## src/rtl/icache_waysel_stage_if.sv

```systemverilog
// Bus bundle for icache_waysel_stage: S0 tag-array read, S1 ITLB/pipeline controls and the S1
// way-select / parity / retry results. Master drives the inputs; slave is the stage itself.
interface icache_waysel_stage_if #(
  parameter int unsigned TAG_W = 29,
  parameter int unsigned CNT_W = 8
);
  // S0 tag-array read
  logic                 rd_vld_s0;
  logic [4*TAG_W-1:0]   tags_s0;
  logic [3:0]           tagv_s0;
  logic [3:0]           tagpar_s0;
  // S1 controls and ITLB lookup
  logic                 stall_s1;
  logic                 flush_s1;
  logic [TAG_W-1:0]     ptag_s1;
  logic                 cam_vld_s1;
  logic                 tlb_cam_miss_s1;
  // S1 results
  logic [3:0]           waysel_buf_s1;
  logic [3:0]           alltag_err_s1;
  logic                 hit_s1;
  logic                 miss_s1;
  logic                 multihit_s1;
  logic                 retry_req;
  logic                 fatal_err;
  logic [CNT_W-1:0]     tag_err_cnt;

  modport master (
    output rd_vld_s0, tags_s0, tagv_s0, tagpar_s0,
    output stall_s1, flush_s1, ptag_s1, cam_vld_s1, tlb_cam_miss_s1,
    input  waysel_buf_s1, alltag_err_s1, hit_s1, miss_s1, multihit_s1,
    input  retry_req, fatal_err, tag_err_cnt
  );

  modport slave (
    input  rd_vld_s0, tags_s0, tagv_s0, tagpar_s0,
    input  stall_s1, flush_s1, ptag_s1, cam_vld_s1, tlb_cam_miss_s1,
    output waysel_buf_s1, alltag_err_s1, hit_s1, miss_s1, multihit_s1,
    output retry_req, fatal_err, tag_err_cnt
  );
endinterface

```

## src/rtl/icache_waysel_stage.sv

```systemverilog
// S0->S1 stage of the icache tag path: registers the 4-way tag read, compares it against the
// ITLB physical tag and produces way-select / hit / miss / multihit. With
// ICACHE_WAYSEL_PARITY_EN defined it also checks tag parity, counts parity events and
// sequences fetch replays (retry_req pulses, fatal_err once replays are exhausted).
module icache_waysel_stage #(
  parameter int unsigned TAG_W     = 29,
  parameter int unsigned MAX_RETRY = 2,
  parameter int unsigned CNT_W     = 8
) (
  input logic                  clk,
  input logic                  rst_l,
  icache_waysel_stage_if.slave bus
);

  logic               vld_q, vld_d;
  logic [4*TAG_W-1:0] tags_q, tags_d;
  logic [3:0]         tagv_q, tagv_d;
  logic [3:0]         match;
  logic [3:0]         perr;
  logic               err_any;
  logic               ev;

  // S1 load: flush beats stall, stall holds, otherwise take the S0 read
  always_comb begin
    vld_d  = vld_q;
    tags_d = tags_q;
    tagv_d = tagv_q;
    if (bus.flush_s1) begin
      vld_d = 1'b0;
    end else if (!bus.stall_s1) begin
      vld_d  = bus.rd_vld_s0;
      tags_d = bus.tags_s0;
      tagv_d = bus.tagv_s0;
    end
  end

  // S1 pipeline registers
  always_ff @(posedge clk or negedge rst_l) begin
    if (!rst_l) begin
      vld_q  <= 1'b0;
      tags_q <= '0;
      tagv_q <= '0;
    end else begin
      vld_q  <= vld_d;
      tags_q <= tags_d;
      tagv_q <= tagv_d;
    end
  end

`ifdef ICACHE_WAYSEL_PARITY_EN
  logic [3:0] par_q, par_d;

  // Parity bits follow the same load/hold policy as the tags
  always_comb begin
    par_d = par_q;
    if (!bus.flush_s1 && !bus.stall_s1) par_d = bus.tagpar_s0;
  end

  // S1 parity register
  always_ff @(posedge clk or negedge rst_l) begin
    if (!rst_l) par_q <= '0;
    else        par_q <= par_d;
  end
`endif

  // Per-way tag compare and even-parity check
  always_comb begin
    match = '0;
    perr  = '0;
    for (int i = 0; i < 4; i++) begin
      match[i] = vld_q & tagv_q[i] & (tags_q[i*TAG_W +: TAG_W] == bus.ptag_s1);
`ifdef ICACHE_WAYSEL_PARITY_EN
      perr[i]  = vld_q & tagv_q[i] & (^{tags_q[i*TAG_W +: TAG_W], par_q[i]});
`endif
    end
  end

  assign err_any = |perr;
  // A lookup only counts when the ITLB hit and the stage is not stalled
  assign ev      = vld_q & bus.cam_vld_s1 & ~bus.tlb_cam_miss_s1 & ~bus.stall_s1;

  assign bus.waysel_buf_s1 = match;
  assign bus.hit_s1        = ev & (|match) & ~err_any;
  assign bus.miss_s1       = ev & ~(|match) & ~err_any;
  // More than one bit set <=> clearing the lowest set bit leaves something behind
  assign bus.multihit_s1   = ev & ((match & (match - 4'd1)) != 4'd0) & ~err_any;

`ifdef ICACHE_WAYSEL_PARITY_EN
  localparam int unsigned RcW = (MAX_RETRY > 0) ? $clog2(MAX_RETRY + 1) : 1;
  localparam logic [RcW-1:0] MaxRc = RcW'(MAX_RETRY);

  typedef enum logic [1:0] {StIdle, StRetry, StWait, StFatal} state_e;

  state_e           state_q;
  logic [RcW-1:0]   rc_q;
  logic             retry_q;
  logic             fatal_q;
  logic [CNT_W-1:0] cnt_q;

  // Replay sequencer; retry_req is high only while in StRetry
  always_ff @(posedge clk or negedge rst_l) begin
    if (!rst_l) begin
      state_q <= StIdle;
      rc_q    <= '0;
      retry_q <= 1'b0;
      fatal_q <= 1'b0;
    end else begin
      retry_q <= 1'b0;
      unique case (state_q)
        StIdle: begin
          if (ev && err_any) begin
            state_q <= StRetry;
            rc_q    <= RcW'(1);
            retry_q <= 1'b1;
          end
        end
        StRetry: begin
          // The pulse already went out; a flush only changes where we land
          if (bus.flush_s1) begin
            state_q <= StIdle;
            rc_q    <= '0;
          end else begin
            state_q <= StWait;
          end
        end
        StWait: begin
          if (ev && err_any) begin
            if (rc_q < MaxRc) begin
              state_q <= StRetry;
              rc_q    <= rc_q + RcW'(1);
              retry_q <= 1'b1;
            end else begin
              state_q <= StFatal;
              fatal_q <= 1'b1;
            end
          end else if (ev || bus.flush_s1) begin
            state_q <= StIdle;
            rc_q    <= '0;
          end
        end
        StFatal: fatal_q <= 1'b1;
        default: state_q <= StIdle;
      endcase
    end
  end

  // Saturating parity-event counter
  always_ff @(posedge clk or negedge rst_l) begin
    if (!rst_l) begin
      cnt_q <= '0;
    end else if (ev && err_any && (cnt_q != {CNT_W{1'b1}})) begin
      cnt_q <= cnt_q + CNT_W'(1);
    end
  end

  assign bus.alltag_err_s1 = perr;
  assign bus.retry_req     = retry_q;
  assign bus.fatal_err     = fatal_q;
  assign bus.tag_err_cnt   = cnt_q;
`else
  // Parity inputs and replay configuration are intentionally unused in this build
  logic unused_cfg;
  assign unused_cfg = ^{bus.tagpar_s0, perr, 32'(MAX_RETRY), 32'(CNT_W)};

  assign bus.alltag_err_s1 = 4'b0;
  assign bus.retry_req     = 1'b0;
  assign bus.fatal_err     = 1'b0;
  assign bus.tag_err_cnt   = '0;
`endif

endmodule

```

## src/flat_wrapper.sv

```systemverilog
// flat-port wrapper written by rule: the top's interface ports become plain ports
module icache_waysel_stage_flat 
#(
  parameter int unsigned TAG_W     = 29,
  parameter int unsigned MAX_RETRY = 2,
  parameter int unsigned CNT_W     = 8
)
  (clk, rst_l, bus_rd_vld_s0, bus_tags_s0, bus_tagv_s0, bus_tagpar_s0, bus_stall_s1, bus_flush_s1, bus_ptag_s1, bus_cam_vld_s1, bus_tlb_cam_miss_s1, bus_waysel_buf_s1, bus_alltag_err_s1, bus_hit_s1, bus_miss_s1, bus_multihit_s1, bus_retry_req, bus_fatal_err, bus_tag_err_cnt);
  icache_waysel_stage_if #(.TAG_W(TAG_W), .CNT_W(CNT_W)) bus_i ();
  input logic clk;
  input logic rst_l;
  input wire logic [$bits(bus_i.rd_vld_s0)-1:0] bus_rd_vld_s0;
  input wire logic [$bits(bus_i.tags_s0)-1:0] bus_tags_s0;
  input wire logic [$bits(bus_i.tagv_s0)-1:0] bus_tagv_s0;
  input wire logic [$bits(bus_i.tagpar_s0)-1:0] bus_tagpar_s0;
  input wire logic [$bits(bus_i.stall_s1)-1:0] bus_stall_s1;
  input wire logic [$bits(bus_i.flush_s1)-1:0] bus_flush_s1;
  input wire logic [$bits(bus_i.ptag_s1)-1:0] bus_ptag_s1;
  input wire logic [$bits(bus_i.cam_vld_s1)-1:0] bus_cam_vld_s1;
  input wire logic [$bits(bus_i.tlb_cam_miss_s1)-1:0] bus_tlb_cam_miss_s1;
  output wire logic [$bits(bus_i.waysel_buf_s1)-1:0] bus_waysel_buf_s1;
  output wire logic [$bits(bus_i.alltag_err_s1)-1:0] bus_alltag_err_s1;
  output wire logic [$bits(bus_i.hit_s1)-1:0] bus_hit_s1;
  output wire logic [$bits(bus_i.miss_s1)-1:0] bus_miss_s1;
  output wire logic [$bits(bus_i.multihit_s1)-1:0] bus_multihit_s1;
  output wire logic [$bits(bus_i.retry_req)-1:0] bus_retry_req;
  output wire logic [$bits(bus_i.fatal_err)-1:0] bus_fatal_err;
  output wire logic [$bits(bus_i.tag_err_cnt)-1:0] bus_tag_err_cnt;
  assign bus_i.rd_vld_s0 = bus_rd_vld_s0;
  assign bus_i.tags_s0 = bus_tags_s0;
  assign bus_i.tagv_s0 = bus_tagv_s0;
  assign bus_i.tagpar_s0 = bus_tagpar_s0;
  assign bus_i.stall_s1 = bus_stall_s1;
  assign bus_i.flush_s1 = bus_flush_s1;
  assign bus_i.ptag_s1 = bus_ptag_s1;
  assign bus_i.cam_vld_s1 = bus_cam_vld_s1;
  assign bus_i.tlb_cam_miss_s1 = bus_tlb_cam_miss_s1;
  assign bus_waysel_buf_s1 = bus_i.waysel_buf_s1;
  assign bus_alltag_err_s1 = bus_i.alltag_err_s1;
  assign bus_hit_s1 = bus_i.hit_s1;
  assign bus_miss_s1 = bus_i.miss_s1;
  assign bus_multihit_s1 = bus_i.multihit_s1;
  assign bus_retry_req = bus_i.retry_req;
  assign bus_fatal_err = bus_i.fatal_err;
  assign bus_tag_err_cnt = bus_i.tag_err_cnt;
  icache_waysel_stage #(.TAG_W(TAG_W), .MAX_RETRY(MAX_RETRY), .CNT_W(CNT_W)) u_core (.clk(clk), .rst_l(rst_l), .bus(bus_i));
endmodule
```

## config.mk

```make
export PLATFORM = sky130hd
export DESIGN_NAME = icache_waysel_stage_flat
export DESIGN_NICKNAME = d
export VERILOG_FILES = /design/src/rtl/icache_waysel_stage_if.sv /design/src/rtl/icache_waysel_stage.sv /design/src/flat_wrapper.sv
export SDC_FILE = /design/constraint.sdc
export NUM_CORES = 1
export LEC_CHECK = 0
export CAP_MARGIN = 20
export CELL_PAD_IN_SITES_DETAIL_PLACEMENT = 0
export CELL_PAD_IN_SITES_GLOBAL_PLACEMENT = 1
export CORE_MARGIN = 3
export CORE_UTILIZATION = 37
export DETAILED_ROUTE_END_ITERATION = 8
export GPL_ROUTABILITY_DRIVEN = 0
export HOLD_SLACK_MARGIN = 0.06
export PLACE_DENSITY = 0.79
export SLEW_MARGIN = 20
export SYNTH_ARGS = -nofsm -noshare
export SYNTH_HDL_FRONTEND = slang
export SYNTH_SLANG_ARGS = --single-unit
```

## constraint.sdc

```tcl
create_clock -name clk -period 2.3 [get_ports clk]
set_clock_uncertainty 0.15 [all_clocks]
set_input_delay 0.46 -clock clk [delete_from_list [all_inputs] [get_ports clk]]
set_output_delay 0.46 -clock clk [all_outputs]
set_load 0.05 [all_outputs]
```

==> flow_summary.yaml <==
power:
  combPwrFrac_pct: 19.1
  internal_power_w: 0.00500
  clockPowerShare_pct: 41.1
  power_switching_w: 0.00169
  pwr-share-seq_pct: 39.8
  sw_frac_of_total_pct: 25.3
  total_power_w: 0.00669
  p_leak_nw: 3.88
  ir_worst_vdd_mv: 0.487
  power_density_nw_per_um2: 731
critical_path:
  path_buf_inv: 4
  required_ns: 1.69
  path_delay_family: "buffers and inverters"
  crit_path_cell_trace: "xor2_2 > nor4_2 > buf_4 > nand4_1 > buf_4 > nor4_4 > buf_4 > maj3_2 > o21a_4 > buf_12"
  cp_common_cell: "buf_4"
  critPathKind: "reg -> out"
  arrival_ns: 2.48
  path_max_fanout: 4
  crit_slowest_cell: "dfrtp_1"
  critPathLaunchType: "register"
  r2r_start: "u_core.tags_q[16]"
  r2r_slack_ns: 1.23
  crit_path_end_kind: "output port"
  reg2regPathDepth: 2
  max_stage_delay_ns: 0.41
  rr_endpoint: "u_core.tags_q[16]"
place:
  place_inst: 851
  post-place-ws_ns: -1.18
  io_buffer_count: 162
  dpl.hpwl_um: 13100
cells_and_area:
  fin_util_pct: 59.4
  drive_above_1_share_pct: 21.0
  nets: 829
  antenna_cells: 0
  layout_common_cells: "127 x clkdlybuf4s50_1, 121 x dfrtp_1, 120 x mux2_1"
  final_common_cell: "clkdlybuf4s50_1"
  fin_cells: 893
  seq_area_um2: 3030
  multi_input_area_um2: 3010
  num-fill-cells: 1267
  area_growth_pct: 54.4
clocking:
  clock_latency_ns: 0.41
  clkSinkCount: 121
  cts_tree: "built"
  clk_path_buf_depth: 2
  path_clk_slew_ns: 0.05
  cts_buffers: 17
  cts-root-buf: "clkbuf_16"
  htree_num_levels: 4
synth:
  synth.distinct_cells: 20
  syn_avg_cell_area_um2: 13.6
  ys_seq_elements: 121
  synth-seq-area-share_pct: 51.1
  ys.flop_type: "dfrtp_1"
  synth_area_um2: 5930
  synth_cells: 436
  yosysWarnings: 0
  synth-edff-count: 0
  async_flop_share_pct: 100
detailed_routing:
  drtPass1Iterations: 4
  drt-initial-drc-count: 121
  drc_errors: 0
  drt_wl_total_um: 16500
  antenna_left: 0
  wl_per_cell_um: 18.5
  viasPerCell: 4.70
  vias: 4196
timing:
  fmax_mhz: 324
  period_share_pct: 134
  fin_setup_tns_ns: -4.71
  finalSetupViolations: 7
  final-hold-violation-count: 0
  worst_slack_ns: -0.791
  finalMaxSlewViolations: 0
  rsz0062_at_grt: "true"
  finalCriticalPeriod_ns: 3.09
floorplanning:
  die_x_um: 133
  ioPinCount: 181
  start_util_pct: 38.4
  coreArea_um2: 15400
  dieArea_um2: 17600
  num_rows: 45
  dieHeight_um: 133
hold_path:
  hp-start: "u_core.tagv_q[3]"
  min_to: "u_core.tagv_q[3]"
  whs_path_depth: 1
  hold_class: "reg -> reg"
global_routing:
  globalRouteMet1Util_pct: 24.0
  gr-total-overflow: 0
  gr-usage-met2_pct: 33.3
  gr-usage-all-layers_pct: 19.4
  grt_busiest_layer: "met2"
  grt_pass1_wl_um: 25700
  grt_max_degree: 47
  grt_use_met3_pct: 5.63
  grt_pass1_vias: 4674
  antenna_found_initial: 1
status:
  status: "finished, violations left"
  violations: "setup timing"
job:
  max_cap_violations: 0
[routing by layer]
layer	wire length [um]	vias to the layer above
met5	13	-
met4	170	2
met3	932	19
met2	8280	127
met1	7130	2081
li1	-	1967
[flip-flops by register name, indices dropped and copies added, names as in the netlist]
name	cells
u_core.tags_q	116
u_core.tagv_q	4
u_core.vld_q	1
[logic make-up after synthesis]
| logic type | synth area share (%) |
|---|---|
| compound gates | 0.274 |
| xor+xnor | 17.1 |
| fa+ha+maj | 0.169 |
| buf+inv | 2.66 |
| flops | 51.1 |
| mux | 23.0 |
| other cells | 0.0632 |
| simple gates | 5.68 |
[synth_stat cells, types with 3 or more instances]
master / instances / area share (%)
nand4_1: 16 / 1.7
xnor2_1: 36 / 5.3
xor2_1: 80 / 12
nor4_1: 21 / 2.2
buf_1: 12 / 0.76
nor2_1: 3 / 0.19
dfrtp_1: 121 / 51
nor4_4: 3 / 1.1
buf_4: 14 / 1.8
mux2_1: 120 / 23
[power groups by stage]
stage | clock network, W | registers [W] | logic, W
after CTS | 0.00280 | 0.00266 | 0.00129
after global routing | 0.00290 | 0.00270 | 0.00138
after detailed placement | 0 | 0.00269 | 0.00123
after floorplan | 0 | 0.00263 | 0.000639
final | 0.00275 | 0.00267 | 0.00128
after global placement | 0 | 0.00268 | 0.00120
[worst max path at each step]
stage          slack [ns]  depth (start not counted)          startpoint               to
6_report            -0.79                         10  u_core.tags_q[111]  bus_multihit_s1
2_1_floorplan       -0.60                          6     bus_ptag_s1[20]  bus_multihit_s1
3_3_place_gp        -1.19                         10     bus_ptag_s1[21]  bus_multihit_s1
5_1_grt             -0.96                         10  u_core.tags_q[111]  bus_multihit_s1
4_1_cts             -0.95                          9  u_core.tags_q[104]  bus_multihit_s1
3_5_place_dp        -1.18                         10     bus_ptag_s1[28]  bus_multihit_s1
[final cells by class]
class                      count  area share, %
sequential                   121           33.1
clock inverter                 7           1.23
tap                          211           2.88
clock buffer                  25           5.52
multi-input combinational    300           32.9
inverter                       1         0.0410
timing repair buffer         228           24.4
[worst reg2reg max path: cells and delay by family (launching register included)]
family,cells,cell delay (ns)
buffers and inverters,1,0.13
flip-flops,1,0.38
multiplexers,1,0.29
[timing repair]
item,CTS,global route
pin swaps,25,14
endpoints found under the setup margin,7,7
hold buffers,1,0
endpoints found under the hold margin,31,0
gates resized for setup,73,15
setup buffers,5,4
[stage by stage]
step,cell area (um^2),hold slack [ns]
after floorplan,6010,0.0144
after CTS,9110,0.347
after global routing,9160,0.362
after global placement,8290,0.286
final,9160,0.342
after detailed placement,8290,0.294
Power figures use the tool's default switching activity.
